**config.mk**
```make
export PLATFORM = sky130hd
export DESIGN_NAME = exec_issue_arbiter
export DESIGN_NICKNAME = d
export VERILOG_FILES = /design/src/rtl/exec_unit_pkg.sv /design/src/rtl/exec_issue_arbiter.sv
export SDC_FILE = /design/constraint.sdc
export NUM_CORES = 1
export LEC_CHECK = 0
export ABC_AREA = 1
export CORE_ASPECT_RATIO = 0.75
export CORE_MARGIN = 3
export CORE_UTILIZATION = 41
export DETAILED_ROUTE_END_ITERATION = 6
export GPL_TIMING_DRIVEN = 0
export PLACE_DENSITY = 0.95
export SLEW_MARGIN = 25
export SYNTH_ARGS = -nofsm -noshare
export SYNTH_HDL_FRONTEND = slang
export SYNTH_SLANG_ARGS = --single-unit
```
**constraint.sdc**
```tcl
create_clock -name clk -period 2.7 [get_ports clk]
set_clock_uncertainty 0.2 [all_clocks]
set_input_delay 0.27 -clock clk [delete_from_list [all_inputs] [get_ports clk]]
set_output_delay 0.27 -clock clk [all_outputs]
set_load 0.02 [all_outputs]
```
**src/rtl/exec_unit_pkg.sv**
```systemverilog
// Shared types for the exec issue path.
//   exec_op_e        : decoded operation selector for the exec unit
//   exec_unit_params : exec_op plus the two operand-select fields, carried
//                      alongside the operands through the issue slot
package exec_unit_pkg;

    typedef enum logic [3:0] {
        EXEC_ADD = 4'd0,
        EXEC_SUB = 4'd1,
        EXEC_AND = 4'd2,
        EXEC_OR  = 4'd3,
        EXEC_XOR = 4'd4,
        EXEC_SLL = 4'd5,
        EXEC_SRL = 4'd6,
        EXEC_SLT = 4'd7
    } exec_op_e;

    typedef struct packed {
        exec_op_e   exec_op;
        logic [1:0] op1_sel;
        logic [1:0] op2_sel;
    } exec_unit_params;

endpackage

```
**src/rtl/exec_issue_arbiter.sv**
```systemverilog
// Two-requester arbiter feeding a single-entry registered issue slot.
//
// Parameters
//   PRIO_MODE    : 0 = round-robin, 1 = fixed priority to requester 0 with a
//                  starvation guard for requester 1
//   STARVE_LIMIT : consecutive lost cycles after which requester 1 wins (1..15)
//
// Ports
//   clk, reset_n              : clock, asynchronous active-low reset
//   req_valid[1:0]            : requester i presents an operation
//   req_ready[1:0]            : requester i is accepted this cycle (combinational)
//   req{0,1}_params/op1/op2   : per-requester payload
//   issue_valid / issue_ready : output slot handshake
//   issue_params/op1/op2      : registered payload of the slot owner
//   issue_src                 : index of the requester that owns the slot
module exec_issue_arbiter
    import exec_unit_pkg::*;
#(
    parameter int PRIO_MODE    = 0,
    parameter int STARVE_LIMIT = 4
) (
    input  logic            clk,
    input  logic            reset_n,
    input  logic [1:0]      req_valid,
    output logic [1:0]      req_ready,
    input  exec_unit_params req0_params,
    input  exec_unit_params req1_params,
    input  logic [31:0]     req0_op1,
    input  logic [31:0]     req0_op2,
    input  logic [31:0]     req1_op1,
    input  logic [31:0]     req1_op2,
    output logic            issue_valid,
    input  logic            issue_ready,
    output exec_unit_params issue_params,
    output logic [31:0]     issue_op1,
    output logic [31:0]     issue_op2,
    output logic            issue_src
);

    localparam logic [3:0] STARVE_MAX = 4'(STARVE_LIMIT);

    logic            issue_valid_q, issue_valid_d;
    logic            issue_src_q, issue_src_d;
    exec_unit_params issue_params_q, issue_params_d;
    logic [31:0]     issue_op1_q, issue_op1_d;
    logic [31:0]     issue_op2_q, issue_op2_d;
    logic            last_grant_q, last_grant_d;
    logic [3:0]      starve_cnt_q, starve_cnt_d;
    // Low for the first edge after reset release so a release that lands on
    // an edge can never produce a grant.
    logic            armed_q, armed_d;

    logic       slot_free;
    logic       sel;
    logic [1:0] grant;

    // Grant selection: only reads handshake bits and arbiter state, never the
    // payload, so req_ready has no path from params or operands.
    always_comb begin
        slot_free = !issue_valid_q || issue_ready;
        sel       = req_valid[1];
        if (&req_valid) begin
            if (PRIO_MODE == 0) begin
                sel = ~last_grant_q;
            end else begin
                sel = (starve_cnt_q == STARVE_MAX);
            end
        end
        grant = 2'b00;
        if (armed_q && slot_free && (|req_valid)) begin
            grant = sel ? 2'b10 : 2'b01;
        end
    end

    assign req_ready = grant;

    always_comb begin
        issue_valid_d  = issue_valid_q;
        issue_src_d    = issue_src_q;
        issue_params_d = issue_params_q;
        issue_op1_d    = issue_op1_q;
        issue_op2_d    = issue_op2_q;
        last_grant_d   = last_grant_q;
        starve_cnt_d   = starve_cnt_q;
        armed_d        = 1'b1;

        if (|grant) begin
            issue_valid_d  = 1'b1;
            issue_src_d    = sel;
            issue_params_d = sel ? req1_params : req0_params;
            issue_op1_d    = sel ? req1_op1 : req0_op1;
            issue_op2_d    = sel ? req1_op2 : req0_op2;
        end else if (issue_valid_q && issue_ready) begin
            // Data fields are left as they were; only the valid flag drops.
            issue_valid_d = 1'b0;
        end

        // Arbiter history only moves when the slot can accept.
        if (slot_free) begin
            if (PRIO_MODE == 0) begin
                if (|grant) begin
                    last_grant_d = sel;
                end
            end else begin
                if (req_valid[1] && grant[0]) begin
                    if (starve_cnt_q != STARVE_MAX) begin
                        starve_cnt_d = starve_cnt_q + 4'd1;
                    end
                end else begin
                    starve_cnt_d = 4'd0;
                end
            end
        end
    end

    always_ff @(posedge clk or negedge reset_n) begin
        if (!reset_n) begin
            issue_valid_q  <= 1'b0;
            issue_src_q    <= 1'b0;
            issue_params_q <= '0;
            issue_op1_q    <= 32'd0;
            issue_op2_q    <= 32'd0;
            last_grant_q   <= 1'b1;     // requester 0 wins the first tie
            starve_cnt_q   <= 4'd0;
            armed_q        <= 1'b0;
        end else begin
            issue_valid_q  <= issue_valid_d;
            issue_src_q    <= issue_src_d;
            issue_params_q <= issue_params_d;
            issue_op1_q    <= issue_op1_d;
            issue_op2_q    <= issue_op2_d;
            last_grant_q   <= last_grant_d;
            starve_cnt_q   <= starve_cnt_d;
            armed_q        <= armed_d;
        end
    end

    assign issue_valid  = issue_valid_q;
    assign issue_src    = issue_src_q;
    assign issue_params = issue_params_q;
    assign issue_op1    = issue_op1_q;
    assign issue_op2    = issue_op2_q;

endmodule
```
==> run metrics <==
ANT nets after route 0; Diodes inserted 0; share of synthesized cell area in full adder, half adder and majority cells 0%; Post-Synthesis Cells 565; Req. time, crit path 2.23 ns; Total GRT Usage 26.43%; # setup viols final 0; Peak VDD IR 0.3504 mV; drt wl/cell 15.21 microns; Vias per Instance 4.970; final WL 14.20 mm; CP top delay family buffers and inverters; area share of the largest cell type after synthesis 48.26%; xor/xnor share of the synthesized area 0%; Core Box Area approximately 9100 sq um; Worst path slowest cell clkdlybuf4s50_1; Post-Syn Area 3889 sq um; ranking of synthesized cells by area dfrtp_1 (48%), nand2_1 (36%), nand3_1 (9.3%); Clock Pin Slew Worst Setup and Hold Paths 0.06 ns; EDFF count, synth 0; slowest cell delay on critical path 0.65 ns; P_int 3002 uW; WHS ~0.21 ns; Max FO, Critical Path 10; CP Buf/Inv Count 3; Die Height 90.34 microns; simple-gate share of the synthesized area between 40 and 50%; effective utilization at floorplan 42.63%; Fmax 0.3866 GHz; Area Overhead vs Synth 71.17%; Sink Count 76; largest buffer count on any clock path 2; final cell count without fillers around 930; Warnings, synthesis 0; slew margin rel. 65.64%; cell taking the most area after synthesis dfrtp_1; Final HPWL DP 10.82 mm; Top Ports between 200 and 250; Lkg Pwr between 0.003 and 0.004 uW; largest family of logic cells by synthesized area simple AND/OR/NAND/NOR gates; syn avg cell area 6.883 sq um; post-synth cell types 15; # rows 30; fin. max-slew vios 0; via count 4642; first-pass GRT wire length 22.85 mm; largest net degree at the start of global routing 46; final layout net count 951; fraction of registers with async set/reset 100.0%; antenna violations before repair 0; CTS buffer count 9; clock latency on the worst-skew pair about 0.33 ns; post-synthesis compound-gate area fraction 0%; Comb pwr share 34.8%; PD cells 656.4 nW/um^2; reg-to-reg slack, setup 0.85 ns; Root Buffer clkbuf_16; crit path cell chain clkdlybuf4s50_1 -> nand2_2 -> nand2_1 -> buf_4 -> nor2_1 -> clkdlybuf4s50_1; power share of the clock group 31.4%; residual DRC count 0; Final Hold Viols 0; DR pass1 iterations 5; worst hold path type in2async; fin crit share 95.79%; total gr overflow 0; CTS H-tree lvls 3; max-cap violations 0; placed cells slightly above 900; Seq cells post-synth 76; commonest register cell after synthesis dfrtp_1; Crit Path Category in2out; DRT iter0 DRCs 266; setup repair after global routing missed its margin false; worst slew pin tran 0.5154 ns; syn_nets 714; critical path arrival between 2 and 2.5 ns; share of layout cells above drive strength 1 5.583%; vias in the first global route roughly 4700; status completed; Port Buffer Count 224; fill count ~670; post-layout util ~73%; die width roughly 120 microns; cell repeated most along the worst path clkdlybuf4s50_1; Flop pwr share between 30% and 40%; crit end category output pin; count leader, synth nand2_1; Post-CTS Setup Bufs 0; TritonCTS clock tree yes; synth cell count leaders nand2_1 (368), dfrtp_1 (75), nand3_1 (72); Net Switching 1368 uW; routability cong. ~0.85; Switching Share 31.31%; Final Critical Period 2.586 ns; register area share after synthesis about 50%; mux cell area share after synthesis 0%; crit start category input pin; Die ar. between 10000 and 15000 sq um
==> worst paths after layout <==
path                         startpoint       endpoint  cells past startpoint
max reg2reg                last_grant_q  issue_op2[16]                      8
min                             reset_n  issue_op1[25]                      2
min in group clk              issue_src      issue_src                      2
max in group asynchronous       reset_n   last_grant_q                      3
min reg2reg                   issue_src      issue_src                      2
max                        req_valid[0]   req_ready[1]                      6
==> worst reg2reg max path, stage by stage, from the launching register on <==
cell and delay, ns:
dfstp_2 0.54, nand2_2 0.19, nand2_1 0.14, buf_4 0.22
buf_4 0.21, nand2_1 0.07, nand2_1 0.07, nand2_1 0.06
nand2_1 0.08
==> power groups by stage <==
stage | Sequential [uW] | Clock (uW) | Combinational, uW
final | 1480 | 1370 | 1520
after global routing | 1500 | 1450 | 1630
after CTS | 1480 | 1400 | 1530
after detailed placement | 1490 | 0 | 1520
after global placement | 1480 | 0 | 1470
after floorplan | 1740 | 0 | 428
==> cell type report <==
cell class / count / area [sq um] / share of cell area [%]
plain buffers: 38 / 191.4 / 2.876
well taps: 128 / 160.2 / 2.406
repair buffers: 226 / 2268 / 34.08
clock buffers: 10 / 239.0 / 3.590
multi-input cells: 447 / 1779 / 26.73
clock inverters: 5 / 100.1 / 1.504
inverters: 4 / 15.01 / 0.2256
flip-flops and latches: 76 / 1903 / 28.59
==> state kept, by name, indices dropped and copies added, names as in the netlist <==
| register | cells |
|---|---|
| armed_q | 1 |
| issue_op1 | 32 |
| issue_op2 | 32 |
| issue_params | 8 |
| issue_src | 1 |
| issue_valid | 1 |
| last_grant_q | 1 |
==> per-layer routing <==
| metal | GRT usage (%) | vias up | wire, microns |
|---|---|---|---|
| li1 | - | 2218 | - |
| met1 | 28.68 | 2156 | 5347 |
| met2 | 47.88 | 234 | 7079 |
| met3 | 9.768 | 34 | 1410 |
| met4 | 8.486 | 0 | 367 |
| met5 | 0 | - | 0 |
==> cell usage in the layout (no fill, tap or decap) <==
| master | instances |
|---|---|
| buf_1 | 1 |
| clkbuf_8 | 1 |
| dfstp_2 | 1 |
| nand2_2 | 1 |
| clkdlybuf4s50_1 | 222 |
| clkinv_2 | 2 |
| clkbuf_16 | 9 |
| nand2_1 | 368 |
| nand3_2 | 1 |
| inv_1 | 1 |
| bufinv_16 | 3 |
| nand3_1 | 72 |
| inv_2 | 3 |
| clkbuf_1 | 16 |
| dfrtp_1 | 75 |
| buf_12 | 1 |
| nor2_2 | 1 |
| buf_2 | 12 |
| conb_1 | 1 |
| dlygate4sd3_1 | 1 |
| nor2_1 | 3 |
| dlygate4sd2_1 | 1 |
| buf_4 | 10 |
==> repair_timing <==
item / CTS / global route
endpoints found under the setup margin: 1 / 0
gates resized for setup: 1 / 0
hold endpoints to repair: 31 / 0
hold buffers: 1 / 0
==> cells by family after synthesis <==
| kind of cell | count (synthesis) |
|---|---|
| simple gates | 446 |
| flops | 76 |
| buf+inv | 42 |
| other cells | 1 |
==> per-stage QoR <==
step / TNS, ns / instance area [sq um] / setup WS (ns) / total power [uW]
floorplan: 0 / 3889 / 0.9241 / 2170
global placement: -105.34 / 6291 / -1.402 / 2955
detailed placement: -0.02359 / 6309 / -0.02359 / 3010
CTS: 0 / 6656 / 0.1185 / 4406
global route: 0 / 6656 / 0.01522 / 4580
finish: 0 / 6656 / 0.1135 / 4369
Power figures use the tool's default switching activity.
